### config.mk
export PLATFORM = sky130hd
export DESIGN_NAME = srl_fifo_rd32x36_flat
export DESIGN_NICKNAME = d
export VERILOG_FILES = /design/src/rtl/srl_fifo_rd32x36_if.sv /design/src/rtl/srl_fifo_rd32x36.sv /design/src/flat_wrapper.sv
export SDC_FILE = /design/constraint.sdc
export NUM_CORES = 1
export LEC_CHECK = 0
export ABC_AREA = 0
export CORE_MARGIN = 5
export CORE_UTILIZATION = 40
export DETAILED_ROUTE_END_ITERATION = 10
export PLACE_DENSITY = 0.63
export SYNTH_ARGS = -nofsm -noshare
export SYNTH_HDL_FRONTEND = slang
export SYNTH_SLANG_ARGS = --single-unit
### constraint.sdc
create_clock -name clk -period 41.2 [get_ports clk]
set_input_delay 8.24 -clock clk [delete_from_list [all_inputs] [get_ports clk]]
set_output_delay 8.24 -clock clk [all_outputs]
set_load 0.03 [all_outputs]
### src/rtl/srl_fifo_rd32x36_if.sv
// Producer/consumer bundle for the shift-register FIFO.
// The FIFO takes the slave side; the producer/consumer takes the master side.
interface srl_fifo_rd32x36_if #(
    parameter int WIDTH = 36,
    parameter int AW    = 5
);
    logic             wr_en;
    logic [WIDTH-1:0] wr_d;
    logic             full;
    logic             ovf;
    logic [WIDTH-1:0] rd_data;
    logic             rd_valid;
    logic             rd_ready;
    logic [AW+1:0]    level;

    modport master (
        output wr_en, wr_d, rd_ready,
        input  full, ovf, rd_data, rd_valid, level
    );

    modport slave (
        input  wr_en, wr_d, rd_ready,
        output full, ovf, rd_data, rd_valid, level
    );
endinterface

### src/rtl/srl_fifo_rd32x36.sv
// FIFO over an addressable shift-register store with a registered valid/ready output stage.
// Newest word sits at store address 0; the oldest is read at cnt-1.
module srl_fifo_rd32x36 #(
    parameter int WIDTH = 36,
    parameter int DEPTH = 32,
    parameter int AW    = 5
) (
    input  logic               clk,
    input  logic               rst_n,
    srl_fifo_rd32x36_if.slave  fifo
);
    localparam logic [AW:0]   DEPTH_C = DEPTH[AW:0];
    localparam logic [AW-1:0] ONE_A   = {{(AW-1){1'b0}}, 1'b1};
    localparam logic [AW:0]   ONE_C   = {{AW{1'b0}}, 1'b1};

    logic [WIDTH-1:0] store_r [DEPTH];
    logic [AW:0]      cnt_r;
    logic [AW:0]      cnt_nxt_s;
    logic             rd_valid_r;
    logic             rd_valid_nxt_s;
    logic [WIDTH-1:0] rd_data_r;
    logic [WIDTH-1:0] rd_data_nxt_s;
    logic             full_r;
    logic             ovf_r;
    logic [AW+1:0]    level_r;
    logic [AW+1:0]    level_nxt_s;
    logic             push_s;
    logic             load_s;
    logic [AW-1:0]    rd_addr_s;
    logic [WIDTH-1:0] rd_word_s;

    // Full is checked before any pop, so a push into a full store is dropped even if a load frees a slot.
    assign push_s    = fifo.wr_en & ~full_r;
    assign load_s    = (cnt_r != {(AW+1){1'b0}}) & (~rd_valid_r | fifo.rd_ready);
    assign rd_addr_s = cnt_r[AW-1:0] - ONE_A;
    assign rd_word_s = store_r[rd_addr_s];

    // Shift store: new word enters at address 0, older words move up one slot.
    always_ff @(posedge clk) begin
        if (push_s) begin
            store_r[0] <= fifo.wr_d;
            for (int i = 1; i < DEPTH; i++) begin
                store_r[i] <= store_r[i-1];
            end
        end
    end

    // Next occupancy and output-stage state.
    always_comb begin
        cnt_nxt_s      = cnt_r;
        rd_valid_nxt_s = rd_valid_r;
        rd_data_nxt_s  = rd_data_r;
        case ({push_s, load_s})
            2'b10:   cnt_nxt_s = cnt_r + ONE_C;
            2'b01:   cnt_nxt_s = cnt_r - ONE_C;
            default: cnt_nxt_s = cnt_r;
        endcase
        if (load_s) begin
            rd_data_nxt_s  = rd_word_s;
            rd_valid_nxt_s = 1'b1;
        end else if (fifo.rd_ready) begin
            rd_valid_nxt_s = 1'b0;
        end else begin
            rd_valid_nxt_s = rd_valid_r;
        end
        level_nxt_s = {1'b0, cnt_nxt_s} + {{(AW+1){1'b0}}, rd_valid_nxt_s};
    end

    // Control and status registers; store contents are deliberately left unreset.
    always_ff @(posedge clk) begin
        if (!rst_n) begin
            cnt_r      <= {(AW+1){1'b0}};
            rd_valid_r <= 1'b0;
            rd_data_r  <= {WIDTH{1'b0}};
            full_r     <= 1'b0;
            ovf_r      <= 1'b0;
            level_r    <= {(AW+2){1'b0}};
        end else begin
            cnt_r      <= cnt_nxt_s;
            rd_valid_r <= rd_valid_nxt_s;
            rd_data_r  <= rd_data_nxt_s;
            full_r     <= (cnt_nxt_s == DEPTH_C);
            ovf_r      <= fifo.wr_en & full_r;
            level_r    <= level_nxt_s;
        end
    end

    assign fifo.rd_data  = rd_data_r;
    assign fifo.rd_valid = rd_valid_r;
    assign fifo.full     = full_r;
    assign fifo.ovf      = ovf_r;
    assign fifo.level    = level_r;
endmodule
### src/flat_wrapper.sv
// flat-port wrapper written by rule: the top's interface ports become plain ports
module srl_fifo_rd32x36_flat 
#(
    parameter int WIDTH = 36,
    parameter int DEPTH = 32,
    parameter int AW    = 5
)
  (clk, rst_n, fifo_wr_en, fifo_wr_d, fifo_rd_ready, fifo_full, fifo_ovf, fifo_rd_data, fifo_rd_valid, fifo_level);
  srl_fifo_rd32x36_if #(.WIDTH(WIDTH), .AW(AW)) fifo_i ();
  input  logic clk;
  input  logic rst_n;
  input wire logic [$bits(fifo_i.wr_en)-1:0] fifo_wr_en;
  input wire logic [$bits(fifo_i.wr_d)-1:0] fifo_wr_d;
  input wire logic [$bits(fifo_i.rd_ready)-1:0] fifo_rd_ready;
  output wire logic [$bits(fifo_i.full)-1:0] fifo_full;
  output wire logic [$bits(fifo_i.ovf)-1:0] fifo_ovf;
  output wire logic [$bits(fifo_i.rd_data)-1:0] fifo_rd_data;
  output wire logic [$bits(fifo_i.rd_valid)-1:0] fifo_rd_valid;
  output wire logic [$bits(fifo_i.level)-1:0] fifo_level;
  assign fifo_i.wr_en = fifo_wr_en;
  assign fifo_i.wr_d = fifo_wr_d;
  assign fifo_i.rd_ready = fifo_rd_ready;
  assign fifo_full = fifo_i.full;
  assign fifo_ovf = fifo_i.ovf;
  assign fifo_rd_data = fifo_i.rd_data;
  assign fifo_rd_valid = fifo_i.rd_valid;
  assign fifo_level = fifo_i.level;
  srl_fifo_rd32x36 #(.WIDTH(WIDTH), .DEPTH(DEPTH), .AW(AW)) u_core (.clk(clk), .rst_n(rst_n), .fifo(fifo_i));
endmodule
# [Word-level counts from Yosys, hierarchy flattened]
# Memories as Yosys holds them, arrays and structs flattened. A register that Yosys moved wholly into a read port is not among the register bits.
# Cells that the tools add are included.
[op_classes] muxes=5 multipliers=0 shifts=0 n_div=0 n_lt_le_gt_ge=0 bitwise_logic=6 n_eq_ne=3 reduce_logical=2 add_sub_neg=4
[ops] operator="one-hot mux 6 bit (2 select lines)" n=1
[ops] operator="adder 6 x 1 -> 7 bit" n=1
[ops] operator="adder 6 x 1 -> 6 bit (second input constant)" n=1
[ops] operator="equality test 6 bit (second input constant)" n=1
[ops] operator="nonzero test 6 bit" n=1
[ops] operator="subtractor 6 x 1 -> 6 bit (second input constant)" n=1
[ops] operator="subtractor 5 x 1 -> 5 bit (second input constant)" n=1
[ops] operator="2-to-1 mux 1 bit" n=4
[ops] operator="bitwise AND 1 bit" n=3
[ops] operator="equality test 2 x 1 -> 1 bit (second input constant)" n=1
[ops] operator="equality test 2 bit (second input constant)" n=1
[ops] operator="inverter 1 bit" n=2
[ops] operator="logical NOT 1 bit" n=1
[ops] operator="OR 1 bit" n=1
[word_totals] latch_bits=0 mem_bits_ro=0 word_cells=26 output_inout_bits=46 ram_bits=1152 n_memories=1 register_bits=16
[mem_list] name="u_core.store_r" depth=32 width=36 read_ports=32 rd_clocked_by_memory_dff=1 write_ports=32 line_no="srl_fifo_rd32x36.sv:16" source="logic [WIDTH-1:0] store_r [DEPTH];"

# [Logic depth before layout (Yosys ltp)]
[depth] depth_word=6 depth_mapped=17 ltp_nobuf=13

# [Worst setup path before layout]
# OpenSTA, ideal clock, no wires.
[synth_timing] path_kind="input to register" start="input fifo_wr_en" end="register u_core.level_r[5] (netlist: u_core.fifo.level[5])" path_slack_ns=6.345 arrival_ns=34.783 cell_stages=9 path_buffers=1 t_required_ns=41.128 path_cell_list="nand2b_1 > buf_2 > inv_1 > nor2_1 > o32ai_1 > a211o_1 > nand3_1 > nor4_2 > mux2i_1"
[synth_via] elab_chain_cells=4 word_cells_on_any_way=5 classes_between="add/sub: 1; eq/ne: 2; mux: 1; bitwise: 1"
[synth_rtl] element="start, declared" line_no="flat_wrapper.sv:12" source="input wire logic [$bits(fifo_i.wr_en)-1:0] fifo_wr_en;"
[synth_rtl] element="bitwise AND 1 bit *" line_no="srl_fifo_rd32x36.sv:33" source="assign push_s = fifo.wr_en & ~full_r;"
[synth_rtl] element="named net u_core.push_s" line_no="srl_fifo_rd32x36.sv:27" source="logic push_s;"
[synth_rtl] element="equality test 2 x 1 -> 1 bit or equality test 2 bit (tied branches)" line_no="srl_fifo_rd32x36.sv:53" source="case ({push_s, load_s})"
[synth_rtl] element="one-hot mux 6 bit (2 select lines) *" line_no="srl_fifo_rd32x36.sv:53"
[synth_rtl] element="adder 6 x 1 -> 7 bit *" line_no="srl_fifo_rd32x36.sv:66" source="level_nxt_s = {1'b0, cnt_nxt_s} + {{(AW+1){1'b0}}, rd_valid_nxt_s};"
[synth_rtl] element="end signal, assigned" line_no="srl_fifo_rd32x36.sv:77" source="level_r <= {(AW+2){1'b0}};"
[synth_rtl] element="end signal, assigned" line_no="srl_fifo_rd32x36.sv:84" source="level_r <= level_nxt_s;"
[synth_rtl] element="end, declared" line_no="srl_fifo_rd32x36.sv:25" source="logic [AW+1:0] level_r;"
# The timed path passes the listed nets; every way through them passes the cells marked *.
# A chain may end at the register's enable or synchronous reset.

==> results by group <==
Synthesis
  • Post-synth top flop: edfxtp_1
  • Commonest cells in the netlist: edfxtp_1, mux4_2, nand2_1, dfxtp_1, buf_2
  • Syn Inst Count: 1903
  • Post-Synthesis Net Count: 1948
  • Yosys top cell area share: 75.94%
  • Sequential share of the synthesized area: 78.23%
  • FFs w/ async S/R, synth: 0%
  • Synth warn: 0
  • Most frequent cell after synthesis: edfxtp_1
  • Post-synth cell types: 43
  • Synth Register Bits: 1204
  • Top cells by area, synth: edfxtp_1, mux4_2, dfxtp_1
  • Syn_area_per_cell: 23.94 um2
  • Cell taking the most area after synthesis: edfxtp_1
  • Number of synthesized flops with an enable pin: 1152
  • Mapped Area: 45550 um2

Clocking
  • CTS tree: built
  • CTS buffer count: 115
  • Root buffer cell: clkbuf_16
  • Clk buf depth: 3
  • Worst skew pair latency: 0.67 ns
  • Clock transition at path regs: 0.06 ns
  • Hold Buf Count CTS: 0
  • Post-CTS Setup Bufs: 0
  • H-tree level count: 3
  • Clock sinks: 1204
  • Resize count post-CTS: 0

Timing
  • Period utilization: 30.32%
  • Min cycle time layout: 12.49 ns
  • Worst Tran Pin Value: 1.258 ns
  • Total negative slack: 0 ns
  • Final Setup Violations: 0
  • Slew headroom: 16.10%
  • Highest clock rate: 80.06 MHz
  • Hold WS: 0.4293 ns
  • Final Max Tran Viols: 0
  • RSZ-0062 raised after global routing: no
  • Worst clock skew: 0.02208 ns
  • Setup WS post-layout: 28.71 ns
  • Final hold vios: 0

Global route
  • Vias in the first global route: 20860
  • Largest net degree at the start of global routing: 218
  • Initial antenna violation count: 4
  • Grt ovf: 0
  • Total Routing Usage GR: 12.97%
  • First-pass GRT wire length: 125200 um

Power and ir drop
  • Leakage: 16.62 nW
  • Gate power share: 29.1%
  • Int Power: 2.772 mW
  • Pwr Total: 3.919 mW
  • Sequential Power Share: 44.5%
  • Switching share of power: 29.27%
  • NetSw: 1.147 mW
  • Clk pwr share: 26.4%
  • PwrDens: 75.60 nW/um2
  • Max IR drop VDD: 0.00006680 V

Die
  • Core ar.: 112800 um2
  • Die Y: 347.5 um
  • Initial Util: 40.38%
  • Ports: 86
  • Die width: 347.5 um
  • Die area: 120700 um2
  • FP Rows: 123

Placed design
  • GP Congestion: 0.7712
  • Dpl ws: 27.77 ns
  • DP HPWL: 42370 um
  • Port Buf Inserts: 85

Outcome
  • Status: finished clean

Routing
  • Antenna violation net count after detailed routing: 0
  • Number of remaining DRC errors: 0
  • Wire per inst: 22.10 um
  • Vias/cell: 5.441
  • Final wirelength: 80100 um
  • Starting DRC count in detailed routing: 2143
  • DR vias: 19730
  • DRT Pass-1 Iters: 5

Setup path
  • Critical Path RT: 41.49 ns
  • WP data arrival: 12.78 ns
  • Crit path capture type: flop
  • Worst setup path end: u_core.store_r[4][34]
  • Reg2Reg Launch Point: u_core.cnt_r[0]
  • Class of the most critical setup path: primary input to flop
  • Origin of the worst setup path: fifo_wr_en
  • Worst reg2reg path depth: 8
  • Worst setup SP type: primary input
  • R2r setup slk: 35.57 ns
  • Critical R2R Capture: u_core.fifo.rd_data[23]
  • CP max FO: 179

Job
  • Count of max-cap constraint violations: 0

Final layout
  • Synth-to-layout area growth: 13.79%
  • Final Net Count: 2071
  • Diode count: 0
  • Share of layout cells above drive strength 1: 27.06%
  • Final core utilization: 45.95%

Hold path
  • Worst hold path startpoint: u_core.store_r[2][27]
  • Hold Crit Depth: 0
  • Hold Path Class: flop to flop
[logic make-up after synthesis]
kind of cell	after synthesis	synth area share, %
AO/OA/AOI/OAI	90	1.214
AND/OR/NAND/NOR	120	1.159
adder cells (fa/ha/maj)	5	0.1373
flip-flops	1204	78.23
buffers and inverters	108	1.066
multiplexers	364	17.92
XOR/XNOR	12	0.2802
[power by group through the flow]
stage / registers [mW] / clock network (mW) / logic (mW)
finish: 1.74 / 1.03 / 1.14
global route: 1.77 / 1.12 / 1.23
CTS: 1.75 / 1.07 / 1.17
detailed placement: 1.77 / 0 / 1.17
global placement: 1.75 / 0 / 1.15
floorplan: 1.93 / 0 / 0.840
[cells in the final DEF (no fill, tap or decap), types with 2 or more instances in the layout]
| cell | n |
|---|---|
| edfxtp_1 | 1152 |
| mux4_2 | 360 |
| clkbuf_16 | 116 |
| clkdlybuf4s50_1 | 84 |
| nand2_1 | 78 |
| dfxtp_1 | 51 |
| o21ai_0 | 38 |
| a31oi_1 | 36 |
| clkbuf_1 | 26 |
| clkinv_2 | 23 |
| clkinv_1 | 20 |
| buf_4 | 16 |
| nor2_1 | 12 |
| clkbuf_8 | 12 |
| bufinv_16 | 8 |
| a21oi_1 | 6 |
| buf_12 | 6 |
| inv_1 | 5 |
| nor3_1 | 5 |
| nand3_1 | 5 |
| and2_1 | 5 |
| nor2b_1 | 4 |
| xnor2_1 | 4 |
| ha_1 | 4 |
| xor2_1 | 3 |
| inv_6 | 3 |
| clkinvlp_4 | 3 |
| nand2b_1 | 2 |
| inv_8 | 2 |
| or2_2 | 2 |
| xnor2_2 | 2 |
| mux2i_1 | 2 |
| o211ai_2 | 2 |
| nor4_2 | 2 |
[worst max-delay path, cell delays in order]
cell and delay [ns]:
clkdlybuf4s50_1 0.60, nand2b_1 0.32, inv_8 0.83, buf_12 0.68, buf_4 0.91, buf_4 1.00
[metrics by stage]
stage / cell area [um2] / cells
detailed placement: 48120 / 3409
CTS: 51830 / 3625
global placement: 48120 / 3409
finish: 51830 / 3625
floorplan: 45550 / 1903
global route: 51830 / 3625
[metal layers]
metal	up-vias	wire length [um]	part of all wire, %	track usage [%]
met4	0	1705	2.1	3.918
met3	126	4126	5.2	2.300
met5	-	0	0	0
met1	10700	36010	45	18.76
li1	8407	-	-	-
met2	490	38260	48	20.44
[worst min-delay path by stage]
stage	endpoint	slack (ns)
2_1_floorplan	u_core.store_r[10][0]	0.42
3_3_place_gp	u_core.store_r[11][20]	0.42
3_5_place_dp	u_core.store_r[22][26]	0.43
4_1_cts	u_core.store_r[3][27]	0.43
5_1_grt	u_core.store_r[25][25]	0.44
6_report	u_core.store_r[3][27]	0.43
[final cells by class]
cell class	count	area (um2)
fill	9146	60970
sequential	1204	35640
multi-input combinational	591	9490
clock buffer	155	3173
tap	1500	1877
timing repair buffer	107	1086
clock inverter	61	535.5
inverter	7	33.78
[flip-flops by register name, indices dropped and copies added (netlist names)]
name                  cells
u_core.cnt_r              6
u_core.fifo.level         7
u_core.fifo.rd_data      36
u_core.store_r         1152
u_core.fifo.ovf           1
u_core.fifo.full          1
u_core.fifo.rd_valid      1
Power figures use the tool's default switching activity.
